===== src/rtl/npc_pkg.sv =====
// npc_pkg: shared encodings and default addresses for the next-PC block.
//   npc_op_e   : next-PC operation selected by decode (6-7 behave as SEQ).
//   br_cond_e  : branch condition selector (6-7 are never taken).
//   DEFAULT_RESET_PC / DEFAULT_EXC_VECTOR : default parameter values.
package npc_pkg;

    typedef enum logic [2:0] {
        NPC_SEQ  = 3'd0,
        NPC_BR   = 3'd1,
        NPC_J    = 3'd2,
        NPC_JAL  = 3'd3,
        NPC_JR   = 3'd4,
        NPC_ERET = 3'd5
    } npc_op_e;

    typedef enum logic [2:0] {
        BR_EQ  = 3'd0,
        BR_NE  = 3'd1,
        BR_LEZ = 3'd2,
        BR_GTZ = 3'd3,
        BR_LTZ = 3'd4,
        BR_GEZ = 3'd5
    } br_cond_e;

    localparam logic [31:0] DEFAULT_RESET_PC   = 32'h0000_3000;
    localparam logic [31:0] DEFAULT_EXC_VECTOR = 32'h0000_4180;

endpackage


===== src/rtl/npc_br_cmp.sv =====
// npc_br_cmp: combinational branch condition evaluator.
//   br_cond  in  3      condition selector (br_cond_e; 6-7 never taken)
//   rs_val   in  WIDTH  rs operand (signed for the compare-with-zero forms)
//   rt_val   in  WIDTH  rt operand (EQ/NE only)
//   cond     out 1      condition holds
module npc_br_cmp
    import npc_pkg::*;
#(
    parameter int unsigned WIDTH = 32
) (
    input  logic [2:0]       br_cond,
    input  logic [WIDTH-1:0] rs_val,
    input  logic [WIDTH-1:0] rt_val,
    output logic             cond
);

    logic rs_neg;
    logic rs_zero;

    assign rs_neg  = rs_val[WIDTH-1];
    assign rs_zero = (rs_val == '0);

    always_comb begin
        cond = 1'b0;
        case (br_cond_e'(br_cond))
            BR_EQ:   cond = (rs_val == rt_val);
            BR_NE:   cond = (rs_val != rt_val);
            BR_LEZ:  cond = rs_neg | rs_zero;
            BR_GTZ:  cond = ~rs_neg & ~rs_zero;
            BR_LTZ:  cond = rs_neg;
            BR_GEZ:  cond = ~rs_neg;
            default: cond = 1'b0;
        endcase
    end

endmodule


===== src/rtl/npc_pipe.sv =====
// npc_pipe: architectural PC register and next-PC resolution.
// Handles sequential flow, conditional branches, J/JAL, JR, ERET and
// exception entry, with stall hold. Defining NPC_DELAY_SLOT_EN builds a
// one-entry pending redirect that implements a MIPS branch-delay slot.
//   clk, rst_n      clock, asynchronous active-low reset
//   stall           hold PC and pending redirect
//   npc_op, br_cond decode control for the instruction at pc
//   rs_val, rt_val  operands (rs_val is also the JR target)
//   imm16, imm26    branch offset (words) / jump index
//   epc             ERET target
//   exc_req         take exception on this edge (overrides stall)
//   pc, pc_plus4    fetch PC and pc+4
//   link_addr       JAL return address
//   taken           current instruction redirects
//   in_delay_slot   current instruction sits in a delay slot
//   misalign        taken redirect target is not word aligned
module npc_pipe
    import npc_pkg::*;
#(
    parameter int unsigned      WIDTH      = 32,
    parameter logic [WIDTH-1:0] RESET_PC   = WIDTH'(DEFAULT_RESET_PC),
    parameter logic [WIDTH-1:0] EXC_VECTOR = WIDTH'(DEFAULT_EXC_VECTOR)
) (
    input  logic             clk,
    input  logic             rst_n,
    input  logic             stall,
    input  logic [2:0]       npc_op,
    input  logic [2:0]       br_cond,
    input  logic [WIDTH-1:0] rs_val,
    input  logic [WIDTH-1:0] rt_val,
    input  logic [15:0]      imm16,
    input  logic [25:0]      imm26,
    input  logic [WIDTH-1:0] epc,
    input  logic             exc_req,
    output logic [WIDTH-1:0] pc,
    output logic [WIDTH-1:0] pc_plus4,
    output logic [WIDTH-1:0] link_addr,
    output logic             taken,
    output logic             in_delay_slot,
    output logic             misalign
);

    logic             cond_hit;
    logic             raw_taken;
    logic             is_eret;
    logic [WIDTH-1:0] br_off;
    logic [WIDTH-1:0] target;

    npc_br_cmp #(
        .WIDTH (WIDTH)
    ) u_br_cmp (
        .br_cond (br_cond),
        .rs_val  (rs_val),
        .rt_val  (rt_val),
        .cond    (cond_hit)
    );

    assign pc_plus4 = pc + WIDTH'(4);
    assign br_off   = {{(WIDTH-18){imm16[15]}}, imm16, 2'b00};
    assign is_eret  = (npc_op_e'(npc_op) == NPC_ERET);

    always_comb begin
        target    = pc_plus4;
        raw_taken = 1'b0;
        case (npc_op_e'(npc_op))
            NPC_BR: begin
                target    = pc_plus4 + br_off;
                raw_taken = cond_hit;
            end
            NPC_J, NPC_JAL: begin
                target    = {pc_plus4[WIDTH-1:28], imm26, 2'b00};
                raw_taken = 1'b1;
            end
            NPC_JR: begin
                target    = rs_val;
                raw_taken = 1'b1;
            end
            NPC_ERET: begin
                target    = epc;
                raw_taken = 1'b1;
            end
            default: begin
                target    = pc_plus4;
                raw_taken = 1'b0;
            end
        endcase
    end

    assign misalign = taken & (target[1:0] != 2'b00);

`ifdef NPC_DELAY_SLOT_EN
    logic             pend_v;
    logic [WIDTH-1:0] pend_t;

    // A control transfer sitting in a delay slot is ignored entirely.
    assign taken         = raw_taken & ~pend_v;
    assign in_delay_slot = pend_v;
    assign link_addr     = pc + WIDTH'(8);

    // ERET bypasses the pending register and redirects immediately;
    // every other taken redirect first steps into the delay slot.
    always_ff @(posedge clk or negedge rst_n) begin
        if (!rst_n) begin
            pc     <= RESET_PC;
            pend_v <= 1'b0;
            pend_t <= '0;
        end else if (exc_req) begin
            pc     <= EXC_VECTOR;
            pend_v <= 1'b0;
            pend_t <= '0;
        end else if (!stall) begin
            if (pend_v) begin
                pc     <= pend_t;
                pend_v <= 1'b0;
            end else if (taken && is_eret) begin
                pc     <= target;
            end else if (taken) begin
                pc     <= pc_plus4;
                pend_t <= target;
                pend_v <= 1'b1;
            end else begin
                pc     <= pc_plus4;
            end
        end
    end
`else
    logic unused_eret;

    assign unused_eret   = is_eret;
    assign taken         = raw_taken;
    assign in_delay_slot = 1'b0;
    assign link_addr     = pc + WIDTH'(4);

    always_ff @(posedge clk or negedge rst_n) begin
        if (!rst_n) begin
            pc <= RESET_PC;
        end else if (exc_req) begin
            pc <= EXC_VECTOR;
        end else if (!stall) begin
            pc <= taken ? target : pc_plus4;
        end
    end
`endif

endmodule


===== config.mk =====
export PLATFORM = sky130hd
export DESIGN_NAME = npc_pipe
export DESIGN_NICKNAME = d
export VERILOG_FILES = /design/src/rtl/npc_pkg.sv /design/src/rtl/npc_br_cmp.sv /design/src/rtl/npc_pipe.sv
export SDC_FILE = /design/constraint.sdc
export NUM_CORES = 1
export LEC_CHECK = 0
export CORE_MARGIN = 2
export CORE_UTILIZATION = 35
export DETAILED_ROUTE_END_ITERATION = 7
export PLACE_DENSITY = 0.68
export SYNTH_ARGS = -nofsm -noshare
export SYNTH_HDL_FRONTEND = slang
export SYNTH_HIERARCHICAL = 1
export SYNTH_SLANG_ARGS = --single-unit

===== constraint.sdc =====
create_clock -name clk -period 5.1 [get_ports clk]
set_input_delay 1.02 -clock clk [delete_from_list [all_inputs] [get_ports clk]]
set_output_delay 1.02 -clock clk [all_outputs]
set_load 0.01 [all_outputs]

**Word-level counts from Yosys, hierarchy flattened**

Cells that the tools add are included.

- Mux-type cells: 6
- Add/sub/neg operators: 2
- Equal/unequal tests: 13
- Reduce and logical (&&, ||, !) cells: 5
- Bitwise operators: 5

Operators with widths:

| cell | number |
|---|---|
| one-hot mux 32 bit (4 select lines) | 1 |
| 2-to-1 mux 32 bit | 3 |
| adder 32 x 3 -> 32 bit (second input constant) | 1 |
| adder 32 bit | 1 |
| == test 32 bit | 1 |
| zero test 32 bit | 1 |
| != test 32 bit | 1 |
| == test 3 x 2 -> 1 bit (second input constant) | 4 |
| == test 3 bit (second input constant) | 4 |
| == test 3 x 1 -> 1 bit (second input constant) | 2 |
| one-hot mux 1 bit (6 select lines) | 1 |
| OR reduction 4 bit | 1 |
| zero test 3 bit | 1 |
| bitwise AND 1 bit | 2 |
| != test 2 x 1 -> 1 bit (second input constant) | 1 |
| inverter 1 bit | 2 |
| one-hot mux 1 bit (2 select lines) | 1 |
| nonzero test 2 bit | 1 |
| OR reduction 2 bit | 1 |
| OR 1 bit | 1 |

- Bits in registers: 32
- Input bits: 148
- Logic and storage cells: 32
- Output and inout port bits: 99

**Longest topological paths before layout**

- Word-level depth: 8
- Mapped depth: 16
- Mapped depth without buffers: 14

**Hierarchy**

Netlist, hierarchy kept.

Modules (own cells, without submodules):

| module | seq. area each (µm²) | times used | cells an instance | area each (µm²) |
|---|---|---|---|---|
| npc_pipe | 803.3 | 1 | 752 | 5415.2 |
| npc_br_cmp | 0.0 | 1 | 67 | 530.5 |

**Least setup slack after synthesis**

No wires, ideal clock.

- Kind: input port to output port
- From: input rs_val[24]
- To: output misalign
- Path slack: 0.996 ns
- Path buffers: 2
- Arrival: 3.084 ns
- Data required time: 4.080 ns
- Stages on the path: 10
- Path through: nor4_1 > nand4_1 > o21ai_0 > nor4b_1 > nand3b_1 > a211o_1 > nand2_1 > clkbuf_1 > buf_1 > a21oi_1

- Cells in the longest elaborated chain, start to end: 6
- Elaborated cells between the ends (all ways): 9
- Classes of those cells: 2 x eq/ne; 2 x mux; 4 x bitwise; 1 x reduce/logical

Ends and longest elaborated chain:

| item | line | RTL |
|---|---|---|
| from (decl) | npc_pipe.sv:29 | `input logic [WIDTH-1:0] rs_val,` |
| zero test 32 bit | npc_br_cmp.sv:21 | `assign rs_zero = (rs_val == '0);` |
| inverter 1 bit | npc_br_cmp.sv:29 | `BR_GTZ: cond = ~rs_neg & ~rs_zero;` |
| bitwise AND 1 bit | npc_br_cmp.sv:29 |  |
| one-hot mux 1 bit (6 select lines) * | npc_br_cmp.sv:25 | `case (br_cond_e'(br_cond))` |
| net cond_hit | npc_pipe.sv:43 | `logic cond_hit;` |
| one-hot mux 1 bit (2 select lines) * | npc_pipe.sv:65 | `case (npc_op_e'(npc_op))` |
| bitwise AND 1 bit * | npc_pipe.sv:89 | `assign misalign = taken & (target[1:0] != 2'b00);` |
| to (decl) | npc_pipe.sv:40 | `output logic misalign` |

Mark *: on every way through the listed nets, which the timed path passes. The rest lies on a longest branch.

**Worst setup path after layout**

- From: input rs_val[31]
- To: output taken

- Cells in the longest elaborated chain, start to end: 5
- Elaborated cells between the ends (all ways): 9
- Classes of those cells: 2 x eq/ne; 2 x mux; 4 x bitwise; 1 x reduce/logical

Ends and longest elaborated chain:

| item | line | RTL |
|---|---|---|
| zero test 32 bit | npc_br_cmp.sv:21 |  |
| inverter 1 bit | npc_br_cmp.sv:29 |  |
| bitwise AND 1 bit | npc_br_cmp.sv:29 |  |
| one-hot mux 1 bit (6 select lines) * | npc_br_cmp.sv:25 |  |
| net cond_hit | npc_pipe.sv:43 |  |
| one-hot mux 1 bit (2 select lines) * | npc_pipe.sv:65 |  |
| to (decl) | npc_pipe.sv:38 | `output logic taken,` |

Marked as above.

==> run summary <==
Actual slew at the worst max-slew pin: 0.848 ns
CTS tree: yes
Clock Path Buffers: 2
# clock sinks: 32
Maximum vdd drop: 125 uV
RSZ-0062 raised after global routing: false
Initial core utilization: 35.9%
Slew Limit Fails: 0
Synth area leader: dfrtp_1
Syn Nets: 1005
Worst path slowest cell: clkdlybuf4s50_1
Syn Area/Cell: 7.26 um^2
Number of non-filler instances in the completed layout: 1238
Dpl hpwl: 21100 um
Largest stage delay, worst path: 0.53 ns
Placed cell count: 1230
Die extent in x: 134 um
Register area share after synthesis: 13.5%
Final wirelength: 26200 um
Final hold slack: 0.530 ns
Setup TNS: 0 ns
R2r startpoint: pc[9]$_DFFE_PN0P_
Die area: 18000 um^2
GRT overflow: 0
Clock skew: 0.00667 ns
Port bufs: 245
Fmax: 202 MHz
Post-CTS setup buffer count: 0
Most flops, register: pc
Period utilization: 96.9%
Synth Register Bits: 32
Yosys top cell area share: 12.6%
Biggest regs: pc x32
Drt via density: 5.82
Hold_buf cts: 0
Most frequent cell after synthesis: nor2_1
Hold_sp: pc[12]$_DFFE_PN1P_
Worst Hold Depth: 2
Clock root buffer: clkbuf_16
CP required: 4.08 ns
CP startpoint kind: input pin
Capturing point of the worst reg2reg path: pc[31]$_DFFE_PN0P_
Layout cells sized above 1: 5.80%
Die H: 134 um
Resized Gates After CTS: 0
Area contributors post-synth: dfrtp_1, xor2_1, ha_1
Max_cap viols: 0
Pleak: 3.41 nW
Vias in the first global route: 6828
WP buf/inv: 3
Number of H-tree levels: 2
Mapped cell area: 5950 um^2
Gr usage total: 27.8%
Via count: 7203
Critical path type: input pin to primary output
Flop-to-flop setup slack: 0.63 ns
Slew HR: 42.0%
Top post-synthesis cells by count: nor2_1, nand2_1, o21ai_0, a21oi_1, xor2_1
Fin crit period: 4.94 ns
Status: finished clean
Clock Latency Late Sink: 0.29 ns
Top delay family on crit path: buffers and inverters
Crit path max fanout: 6
Core area: 16600 um^2
Synthesis-to-layout area growth: 44.1%
Max reg flops: 32
First-pass GRT wire length: 39000 um
Drt wl/cell: 21.1 um
Pwr dens: 171 nW/um^2
# fillers: 1679
Post-synth cell types: 78
Tightest Hold Check Type: register to register
Setup crit end kind: primary output
Ys Warns: 6
Hold EP: pc[12]$_DFFE_PN1P_
Largest net degree at the start of global routing: 35
EDFF count, synth: 0
Detail Route Antenna Nets: 0
Nets: 1203
Antenna cells: 0
Num CTS Buffers: 5
Residual DRC count: 0
Post-Syn Instances: 819
Initial antenna violation count: 0
Final hold viol count: 0
CP most frequent cell: clkdlybuf4s50_1
R2R depth: 13
Crit-path cells: clkdlybuf4s50_1 > nor4_1 > nand4_1 > o21ai_0 > nor4b_1 > nand3b_1 > a211o_1 > nand2_1 > clkinv_1 > clkdlybuf4s50_1
Row cnt: 47
FFs w/ async S/R, synth: 100%
DR iter-0 viols: 640
IO Pins: 247
GPL Wtd Cong: 0.988
Final core utilization: 51.7%
CTS clk-pin slew, worst paths: 0.06 ns
Main synth FF type: dfrtp_1
Drt pass-1 iters: 5
Final setup viols: 0
Arrival time worst endpoint: 3.92 ns
[how the worst max path moves through the flow]
stage | to | depth (start not counted) | from | slack [ns]
2_1_floorplan | misalign | 10 | rs_val[24] | 1.0
3_3_place_gp | taken | 10 | rs_val[31] | 0.18
3_5_place_dp | taken | 10 | rs_val[31] | 0.20
4_1_cts | taken | 10 | rs_val[31] | 0.17
5_1_grt | taken | 10 | rs_val[31] | 0.03
6_report | taken | 10 | rs_val[31] | 0.16
[cell type report]
type / instances / area [um^2] / share of cell area (%)
Clock buffer: 6 / 129 / 1.50
Inverter: 19 / 71.3 / 0.833
Clock inverter: 2 / 35.0 / 0.409
Timing Repair Buffer: 270 / 2640 / 30.8
Tap cell: 220 / 275 / 3.21
Multi-Input combinational cell: 689 / 4620 / 53.9
Sequential cell: 32 / 803 / 9.38
[worst register-to-register path, stage by stage (launching register included)]
cell and delay (ns):
dfrtp_1 0.59, nand4_2 0.21, or4_1 0.69, nor2_1 0.26
nand2_1 0.14, xnor2_1 0.58, ha_1 0.32, a21oi_1 0.08
o21ai_0 0.40, a211oi_1 0.17, o211ai_1 0.20, o221ai_1 0.20
and3b_1 0.21, or3_1 0.30
[report_power, final]
part,internal (W),switching (W),total [W]
registers,0.000273,0.0000411,0.000314
logic,0.000382,0.000412,0.000794
clock network,0.000230,0.000123,0.000353
total,0.000885,0.000577,0.00146
[kinds of logic after synthesis]
family                   Yosys count  share of synthesized area, %
other                              1                        0.0631
AND/OR/NAND/NOR                  286                          24.8
AO/OA/AOI/OAI                    253                          27.5
buffers and inverters             98                          8.96
XOR/XNOR                          77                          11.3
multiplexers                      34                          5.77
flip-flops                        32                          13.5
adder cells (fa/ha/maj)           38                          8.12
[placed cells by master (no fill, tap or decap), types with 18 or more instances in the layout]
master and n:
mux2i_1 32, nor2_1 79, dfrtp_1 30, xor2_1 54, nand3_1 29, xnor2_1 23, o21ai_0 66, clkdlybuf4s50_1 244
a21oi_1 60, ha_1 37, nand2_1 72, buf_4 25, inv_1 18
[metal layers]
metal	wire [um]	global-route usage, %	up-vias
li1	-	-	3422
met1	11000	36.4	3355
met4	961	11.1	0
met2	11800	45.2	372
met5	0	0	-
met3	2400	5.33	54
[metrics by stage]
stage,instance area (um^2),setup WS (ns),total power (W)
floorplan,5950,0.996,0.000733
global placement,8400,0.179,0.00110
detailed placement,8400,0.196,0.00110
CTS,8570,0.172,0.00145
global route,8570,0.0275,0.00153
finish,8570,0.159,0.00146
No activity file was read; power rests on OpenSTA's default activity.
